<file path="config.mk">
export PLATFORM = sky130hd
export DESIGN_NAME = fetch_unit
export DESIGN_NICKNAME = d
export VERILOG_FILES = /design/src/rtl/fetch_unit.sv
export SDC_FILE = /design/constraint.sdc
export NUM_CORES = 1
export LEC_CHECK = 0
export BUFFER_PORTS_ARGS = -buffer_cell sky130_fd_sc_hd__buf_2
export CAP_MARGIN = 15
export CORE_ASPECT_RATIO = 1.2
export CORE_UTILIZATION = 35
export CTS_BUF_LIST = sky130_fd_sc_hd__clkbuf_16
export CTS_CLUSTER_SIZE = 25
export DETAILED_ROUTE_END_ITERATION = 6
export HOLD_SLACK_MARGIN = 0.08
export PLACE_DENSITY_LB_ADDON = 0.05
export RECOVER_POWER = 50
export SLEW_MARGIN = 0
export SYNTH_ARGS = -nofsm -noshare
export SYNTH_HDL_FRONTEND = slang
export SYNTH_SLANG_ARGS = --single-unit
</file>
<file path="constraint.sdc">
create_clock -name clk -period 4.9 [get_ports clk]
set_input_delay 0.245 -clock clk [delete_from_list [all_inputs] [get_ports clk]]
set_output_delay 0.245 -clock clk [all_outputs]
set_load 0.01 [all_outputs]
</file>
<file path="src/rtl/fetch_unit.sv">
// Instruction-fetch stage: owns the PC, drives imem, and queues {pc, instr, fault}
// entries toward decode over a valid/ready handshake with redirect/flush support.
module fetch_unit #(
  parameter logic [31:0] RESET_PC   = 32'h0000_0000,
  parameter int          DEPTH      = 2,
  parameter int          IMEM_WORDS = 1024
) (
  input  logic        clk,
  input  logic        rst,
  output logic [31:0] imem_addr,
  input  logic [31:0] imem_instr,
  input  logic        redirect_valid,
  input  logic [31:0] redirect_pc,
  output logic        out_valid,
  input  logic        out_ready,
  output logic [31:0] out_pc,
  output logic [31:0] out_instr,
  output logic        out_fault
);

  localparam int          AW       = $clog2(DEPTH);
  localparam logic [AW:0] DEPTH_C  = (AW+1)'(DEPTH);
  localparam logic [31:0] PC_LIMIT = 32'(IMEM_WORDS * 4);
  localparam logic [31:0] NOP      = 32'h0000_0013;

  typedef enum logic [0:0] {
    FETCH   = 1'b0,
    FAULTED = 1'b1
  } state_t;

  state_t          state_r, state_s;
  logic [31:0]     pc_r, pc_s;
  logic [AW:0]     count_r, count_s;
  logic [AW-1:0]   rd_ptr_r, rd_ptr_s;
  logic [AW-1:0]   wr_ptr_r, wr_ptr_s;
  logic [31:0]     q_pc_r    [DEPTH];
  logic [31:0]     q_instr_r [DEPTH];
  logic            q_fault_r [DEPTH];
  logic            push_s, pop_s, fault_s, fetching_s;

  assign imem_addr = pc_r;
  assign out_valid = (count_r != {(AW+1){1'b0}});
  assign out_pc    = q_pc_r[rd_ptr_r];
  assign out_instr = q_instr_r[rd_ptr_r];
  assign out_fault = q_fault_r[rd_ptr_r];

  // Next-state logic: redirect flushes everything; fullness uses the registered count.
  always_comb begin
    state_s  = state_r;
    pc_s     = pc_r;
    count_s  = count_r;
    rd_ptr_s = rd_ptr_r;
    wr_ptr_s = wr_ptr_r;
    fault_s  = (pc_r >= PC_LIMIT);
    pop_s    = out_valid && out_ready;
    case (state_r)
      FETCH:   fetching_s = 1'b1;
      FAULTED: fetching_s = 1'b0;
      default: fetching_s = 1'b0;
    endcase
    push_s = fetching_s && (count_r < DEPTH_C) && !redirect_valid;

    if (redirect_valid) begin
      count_s  = {(AW+1){1'b0}};
      rd_ptr_s = {AW{1'b0}};
      wr_ptr_s = {AW{1'b0}};
      pc_s     = redirect_pc & 32'hFFFF_FFFC;
      state_s  = FETCH;
    end else begin
      if (pop_s) begin
        rd_ptr_s = rd_ptr_r + AW'(1);
      end else begin
        rd_ptr_s = rd_ptr_r;
      end
      if (push_s) begin
        wr_ptr_s = wr_ptr_r + AW'(1);
        if (fault_s) begin
          state_s = FAULTED;
        end else begin
          pc_s = pc_r + 32'd4;
        end
      end else begin
        wr_ptr_s = wr_ptr_r;
      end
      count_s = count_r + (AW+1)'(push_s) - (AW+1)'(pop_s);
    end
  end

  // Control registers: state, PC, occupancy and pointers.
  always_ff @(posedge clk) begin
    if (rst) begin
      state_r  <= FETCH;
      pc_r     <= RESET_PC;
      count_r  <= {(AW+1){1'b0}};
      rd_ptr_r <= {AW{1'b0}};
      wr_ptr_r <= {AW{1'b0}};
    end else begin
      state_r  <= state_s;
      pc_r     <= pc_s;
      count_r  <= count_s;
      rd_ptr_r <= rd_ptr_s;
      wr_ptr_r <= wr_ptr_s;
    end
  end

  // Entry storage: out-of-range fetches enqueue a NOP tagged as a fault.
  always_ff @(posedge clk) begin
    if (rst) begin
      for (int i = 0; i < DEPTH; i++) begin
        q_pc_r[i]    <= 32'h0000_0000;
        q_instr_r[i] <= 32'h0000_0000;
        q_fault_r[i] <= 1'b0;
      end
    end else if (push_s) begin
      q_pc_r[wr_ptr_r]    <= pc_r;
      q_instr_r[wr_ptr_r] <= fault_s ? NOP : imem_instr;
      q_fault_r[wr_ptr_r] <= fault_s;
    end
  end

endmodule
</file>
# Word-level counts from Yosys, hierarchy flattened
# Memories as Yosys holds them, arrays and structs flattened. A register that Yosys moved wholly into a read port is not among the register bits.
# Cells that the tools add are included.
# totals
regBits	37
mem_bits_rw	130
inputBits	68
out_inout_bits	98
word_cells	57
n_memories	3
# mem_list
memory	depth	width	rd	rd_ports_with_merged_regs	write_ports	line	source
q_instr_r	2	32	1	1	2	37	logic [31:0] q_instr_r [DEPTH];
q_pc_r	2	32	1	1	2	36	logic [31:0] q_pc_r [DEPTH];
q_fault_r	2	1	1	1	2	38	logic q_fault_r [DEPTH];
# classes
add_sub_neg	5
n_lt_le_gt_ge	2
n_eq_ne	1
mux	25
n_bitwise	2
reduce_logical	13
# ops
cell	n
$mux 32	6
$reduce_or 32->1	2
$add 32x3->32 const B	1
$ge 32x13->1 const B	1
$mux 1	18
$reduce_and 2->1	3
$reduce_bool 2->1	2
$logic_and 1x1->1	3
$add 1x1->1 const B	2
$add 2x1->2	1
$lt 2x2->1 const B	1
$ne 2x2->1 const B	1
$not 1->1	2
$pmux 1 s2	1
$reduce_or 2->1	1
$sub 2x1->2	1
$logic_not 1->1	1
$reduce_or 1->1	1

# Depth between registers and ports, before layout
# Gate-level depths: netlist (run 1).
# depth
word_depth	9
depth_mapped	10
mapped_depth_nobuf	8

# Worst setup path after synthesis (run 1)
# OpenSTA, ideal clock, no wires.
# synth_timing
kind	reg2reg
start	register count_r[1]
end	memory q_fault_r[0] (enable)
setup_time_ns	0.497
arrival_ns	3.846
required_time_ns	4.403
path_slack_ns	0.557
stages_incl_launch_ff	5
period_less_slack_ns	4.343
path_cell_list	dfxtp_1 -> nor2_1 -> clkbuf_1 -> nand2_1 -> o21bai_1
# synth_lines
item	line	source
start: declaration	33	logic [AW:0] count_r, count_s;
start signal: assignment	94	count_r <= {(AW+1){1'b0}};
start signal: assignment	100	count_r <= count_s;
end: declaration	38	

==> impl_results.md, run 1 <==
* Final count of negative-setup-slack endpoints at 0
* Final period util at 0.731
* Seq/Total Area, Yosys at 0.627
* Type of origin of the critical path: input pin
* Layout cells sized above 1 at 0.239
* Clk sink count at 162
* Initial core utilization at 0.356
* Largest stage delay on the critical path at 0.86 ns
* Clock Latency Late Sink at 0.43 ns
* Tot GR Track Use at 0.160
* Full die area at 21100 sq um
* Clock buffer depth at 2
* Cts bufs inserted at 17
* Leakage power at 0.00347 uW
* Commonest non-fill, non-tap cell in the layout: edfxtp_1
* Cell Area, Placed at 8200 sq um
* Cell taking the most area after synthesis: edfxtp_1
* #FFs+latches synth at 162
* Routed Antenna Nets at 0
* Total length of routed wires at 16.4 mm
* Slowest-stage cell, CP: nor3_1
* CP top delay family: buffers and inverters
* Final hold violations at 0
* Clock H-tree levels at 4
* Worst flop-to-flop path startpoint: imem_addr[24]$_SDFFE_PP0P_
* Max Freq at 0.279 GHz
* Peak VDD IR at 0.000232 V
* Cell Area, Synth at 7190 sq um
* Worst-Margin Slew at 2.24 ns
* Pwr/cell area at 374 nW/um^2
* Worst Hold Launch: redirect_pc[7]
* CP cell instances: clkbuf_1 > or2_0 > nor3_1 > clkbuf_1 > clkbuf_1 > and2_1
* Post-synthesis async set-or-reset flop share at 0
* Critical path peak fanout at 35
* Post-synth EDFFs at 126
* Final setup TNS at 0 ns
* Max-Slew Margin vs Limit at -0.496
* Number of global-route vias before repair at 4768
* Antenna violations before repair at 1
* Synth top area cells: edfxtp_1 53%, and2_1 10%, dfxtp_1 10%
* Die Ht at 159 microns
* Buffers on Ports at 159
* Cells after Synth at 544
* Core footprint at 20200 sq um
* RSZ-0062 raised after global routing: no
* Post-layout net count at 784
* Setup Skew at 0.0111 ns
* Synth unique cells at 46
* Critical Path Start: redirect_valid
* Worst setup EP type: flip-flop
* Power Total at 3330 uW
* Min cycle time layout at 3.58 ns
* Worst EP arrival at 3.87 ns
* Rows at 57
* Vias/cell at 4.77
* Average cell area after synthesis at 13.2 sq um
* DRC at 0
* Clock-pin slew of the registers on the worst-case setup and hold paths at 0.06 ns
* TritonCTS clock tree: yes
* TritonRoute pass-1 iters at 4
* Hold WC Path Type: in2reg
* Dpl hpwl at 10.1 mm
* Die width at 133 microns
* Gpl congestion at 0.740
* DR vias at 4732
* Cell area after layout at 8910 sq um
* Gr ovfl total at 0
* Status: finished with violations
* Failing checks: max-capacitance violations, max-slew violations
* Worst Path Required at 5.19 ns
* Final count of pins violating max slew at 100
* Post-CTS Setup Bufs at 0
* Root Buffer: clkbuf_16
* Max Cap Viol at 2
* Area growth syn-to-layout at 24.0%
* WS Path Type: in2reg
* Io pins at 166
* Iter 0 DRT Violations at 269
* Yosys warning total at 0
* DR WL/cell at 16.6 microns
* First-pass GRT wire length at 25.7 mm
* Commonest non-fill, non-tap cells in the layout: 126 x edfxtp_1, 101 x and2_1, 92 x clkbuf_1, 69 x buf_2, 63 x mux2_2
* Pin count of the biggest net entering global routing at 64
* Yosys top cell area share at 0.526
* Cell repeated most along the worst path: clkbuf_1
* Prevailing post-synth register cell: edfxtp_1
* CP Buf/Inv Count at 3
[cells by family after synthesis]
logic type	after synthesis	synth area share
fa+ha+maj	4	0.00696
compound gates	32	0.0333
buf+inv	47	0.0312
mux	85	0.129
xor+xnor	5	0.00609
simple gates	208	0.166
other cells	1	0.000522
flops	162	0.627
[per-layer routing]
metal,up-vias,global-route usage,part of all wire
met5,-,0,0
met1,2297,0.194,0.43
met2,139,0.270,0.51
li1,2279,-,-
met3,17,0.0471,0.052
met4,0,0.0549,0.013
[cell usage after synthesis (all sizes together), types with 4 or more instances]
cell type	count
or2	4
nand2	9
mux2	63
xnor2	4
nor2	39
edfxtp	126
dfxtp	36
clkbuf	27
a21oi	4
nand4	8
inv	8
nor4	10
nor3	4
ha	4
nand3	6
mux2i	22
o21a	7
buf	12
o31ai	4
and2	117
[tightest hold or removal path, delay by kind of cell]
| kind | cells | cell delay (ns) |
|---|---|---|
| simple gates | 1 | 0.07 |
| buf+inv | 1 | 0.10 |
| compound gates | 1 | 0.05 |
[final timing paths]
kind | end | slack (ns) | depth (start not counted)
worst max-delay path | q_pc_r[0][29]$_SDFFCE_PN0P_ | 1.32 | 6
worst min-delay path | imem_addr[7]$_SDFFE_PP0P_ | 0.1 | 3
worst max register to register | q_instr_r[0][16]$_SDFFCE_PN0P_ | 1.85 | 4
worst min register to register | state_r$_SDFFE_PP0P_ | 0.49 | 1
[through the flow]
| stage | worst slack (ns) | instances | hold slack (ns) | utilization |
|---|---|---|---|---|
| floorplan | 0.557 | 547 | 0.392 | - |
| global placement | 1.75 | 937 | 0.465 | 0.406 |
| detailed placement | 1.71 | 937 | 0.477 | 0.406 |
| CTS | 1.69 | 989 | 0.0838 | 0.448 |
| global route | 1.02 | 991 | 0.0901 | 0.442 |
| finish | 1.32 | 991 | 0.0975 | 0.442 |
[where the power goes]
| part | switching (uW) | internal [uW] | leakage, uW |
|---|---|---|---|
| clock | 542 | 880 | 0.000308 |
| sequential | 43.2 | 1560 | 0.00163 |
| combinational | 180 | 125 | 0.00154 |
| total | 765 | 2570 | 0.00347 |
[area by class of cell]
class	count	area, sq um
Fill cell	1937	11300
Antenna cell	1	2.50
Clock inverter	14	186
Clock buffer	18	450
Sequential cell	162	4510
Timing Repair Buffer	185	918
Tap cell	265	332
Multi-Input combinational cell	338	2490
Inverter	8	30.0
[sequential cells by signal, summed over array words and instances, names as in the netlist, named ones only]
| register | flops |
|---|---|
| rd_ptr_r | 1 |
| state_r | 1 |
| q_instr_r | 64 |
| q_fault_r | 2 |
| count_r | 2 |
| imem_addr | 30 |
| wr_ptr_r | 1 |
| q_pc_r | 60 |
[timing repair]
action                     in CTS  in global routing
resized for setup               0                  0
hold endpoints to repair       20                  0
hold buffers                   20                  0
setup endpoints to repair       0                  0
(Power assumes the default switching activity.)
==> run 2, diff against run 1 <==
- clock period: 4.9 -> 3.04 ns (I/O delays scaled with it)
==> impl_results.md, run 2 (same netlist as run 1, synthesis figures left out) <==
* Cts hold-fix bufs at 60 (+200%)
* Post-layout net count at 830 (+5.9%)
* Buffers on Ports at 159 (unchanged)
* Worst r2r dst: q_pc_r[1][30]$_SDFFCE_PN0P_
* WS Path Type: reg2reg
* Final hold violations at 0 (unchanged)
* Clock Latency Late Sink at 0.42 ns (about the same)
* Vias/cell at 4.72 (-1.1%)
* Iter 0 DRT Violations at 249 (-7.4%)
* Dpl hpwl at 10.4 mm (+2.8%)
* CTS resizes at 0 (unchanged)
* Status: finished with violations
* Gpl congestion at 0.724 (-2.3%)
* First-pass GRT wire length at 26.5 mm (+3.3%)
* TritonCTS clock tree: yes
* Final core occ at 0.465 (+0.0236)
* Worst hold stages at 4 (+1)
* Clk sink count at 162 (unchanged)
* Leakage power at 0.00383 uW (+10%)
* Worst Path Required at 3.32 ns (-1.87 ns)
* DRC at 0 (unchanged)
* Commonest non-fill, non-tap cells in the layout: 127 x buf_2, 126 x edfxtp_1, 90 x and2_1, 63 x mux2_2, 60 x dlygate4sd3_1
* Internal power at 3960 uW (+54%)
* Reg power frac at 0.494 (+0.012)
* Core footprint at 20200 sq um (unchanged)
* Largest stage delay on the critical path at 0.91 ns (+0.05 ns)
* DR WL/cell at 16.0 microns (-3.3%)
* Switching share of power at 0.243 (+0.0135)
* Final setup TNS at 0 ns (unchanged)
* Cell Area, Placed at 8280 sq um (+0.95%)
* Commonest non-fill, non-tap cell in the layout: buf_2
* Worst setup EP type: flip-flop
* Hold path endpoint: imem_addr[9]$_SDFFE_PP0P_
* Pwr/cell area at 558 nW/um^2 (+49%)
* ANT cells at 0 (-1)
* Rows at 57 (unchanged)
* Routed Antenna Nets at 0 (unchanged)
* Worst-Margin Slew at 2.05 ns (-0.199 ns)
* Final count of negative-setup-slack endpoints at 0 (unchanged)
* Failing checks: max-capacitance violations, max-slew violations
* Placed insts at 944 (+0.75%)
* Power Total at 5240 uW (+57%)
* Worst Hold Launch: redirect_pc[9]
* R2R cell count at 4 (unchanged)
* Die width at 133 microns (unchanged)
* Number of global-route vias before repair at 4973 (+4.3%)
* CP cell instances: nor2_1 > and3_1 > clkbuf_1 > and2_0
* Clock-pin slew of the registers on the worst-case setup and hold paths at 0.06 ns (about the same)
* Most flops, register: q_instr_r
* Post-CTS Setup Bufs at 0 (unchanged)
* Hold WC Path Type: in2reg
* Peak VDD IR at 0.000314 V (+35%)
* R2R Setup Slk at 0.55 ns (-1.30 ns)
* Worst EP arrival at 2.76 ns (-1.11 ns)
* RSZ-0062 raised after global routing: no
* Final count of pins violating max slew at 31 (-69%)
* Type of origin of the critical path: flip-flop
* Max Cap Viol at 1 (-1)
* Clock H-tree levels at 4 (unchanged)
* Cell area after layout at 9390 sq um (+5.3%)
* Clock power share at 0.399 (-0.028)
* Worst flop-to-flop path startpoint: count_r[1]$_SDFF_PP0_
* Post-route insts no fill at 1036 (+4.5%)
* Slowest-stage cell, CP: clkbuf_1
* Antenna violations before repair at 0 (-1)
* TritonRoute pass-1 iters at 4 (unchanged)
* Max-Slew Margin vs Limit at -0.364 (+0.132)
* CP Buf/Inv Count at 1 (-2)
* Total length of routed wires at 16.6 mm (+1.1%)
* Gr ovfl total at 0 (unchanged)
* Sw Pwr at 1270 uW (+66%)
* Clock buffer depth at 2 (unchanged)
* Critical path peak fanout at 24 (-31%)
* Max reg flops at 64 (unchanged)
* Area growth syn-to-layout at 30.6%
* Root Buffer: clkbuf_16
* CP top delay family: simple AND/OR/NAND/NOR gates
* Min cycle time layout at 2.49 ns
* Initial core utilization at 0.356 (unchanged)
* DR vias at 4890 (+3.3%)
* Max Freq at 0.402 GHz
* Setup Skew at 0.0123 ns (+0.00116 ns)
* Combinational Power Share at 0.107 (+0.015)
* Layout cells sized above 1 at 0.310 (+0.0714)
* Pin count of the biggest net entering global routing at 64 (unchanged)
* Cts bufs inserted at 17 (unchanged)
* Full die area at 21100 sq um (unchanged)
* Die Ht at 159 microns (unchanged)
* Io pins at 166 (unchanged)
* Final period util at 0.818
* Tot GR Track Use at 0.163 (+0.00336)
[run 2: cell types whose count changed in the layout (fill, tap and decap cells not counted), sizes merged]
| cell | change |
|---|---|
| buf | +62 |
| bufinv | -3 |
| clkbuf | -56 |
| clkinv | -4 |
| clkinvlp | +3 |
| diode | -1 |
| dlygate4sd3 | +40 |
| inv | +4 |
[run 2: how the worst max path moves through the flow]
stage               slack (ns)                        endpoint  cells past startpoint                       start
finish                    0.55     q_pc_r[1][30]$_SDFFCE_PN0P_                      4       count_r[1]$_SDFF_PP0_
global route              0.30     q_pc_r[1][30]$_SDFFCE_PN0P_                      4       count_r[1]$_SDFF_PP0_
CTS                       0.52       imem_addr[3]$_SDFFE_PP0P_                      5  imem_addr[25]$_SDFFE_PP0P_
detailed placement        0.68  q_instr_r[1][26]$_SDFFCE_PN0P_                      5                         rst
global placement          0.71  q_instr_r[1][26]$_SDFFCE_PN0P_                      5                         rst
floorplan                 0.03      q_fault_r[0]$_SDFFCE_PN0P_                      4       count_r[1]$_SDFF_PP0_
[run 2: per-stage QoR]
step / hold slack, ns / setup WS [ns]
5_1_grt: 0.104 / 0.303
2_1_floorplan: 0.299 / 0.0303
3_5_place_dp: 0.395 / 0.676
3_3_place_gp: 0.383 / 0.712
6_report: 0.108 / 0.553
4_1_cts: 0.0915 / 0.519
[run 2: final cells by class]
class | count | area [sq um]
fill | 1910 | 10800
sequential | 162 | 4510
multi-input combinational | 338 | 2480
timing repair buffer | 231 | 1460
clock buffer | 18 | 450
tap | 265 | 332
clock inverter | 14 | 129
inverter | 8 | 30.0
[run 2: tightest hold or removal path, cell delays in order]
cell	delay [ns]
buf_2	0.10
inv_1	0.05
a221o_1	0.14
a211oi_1	0.04
[run 2: metal layers]
metal | vias to the layer above | global-route usage | wire, microns
met5 | - | 0 | 0
met4 | 0 | 0.0538 | 205
met3 | 14 | 0.0427 | 738
met2 | 123 | 0.278 | 8340
met1 | 2382 | 0.200 | 7310
li1 | 2371 | - | -
[run 2: power by group through the flow]
stage	clock, uW	combinational, uW	sequential (uW)
5_1_grt	2250	613	2600
6_report	2090	560	2590
3_3_place_gp	0	513	2630
4_1_cts	2160	581	2590
2_1_floorplan	0	291	2620
3_5_place_dp	0	518	2640
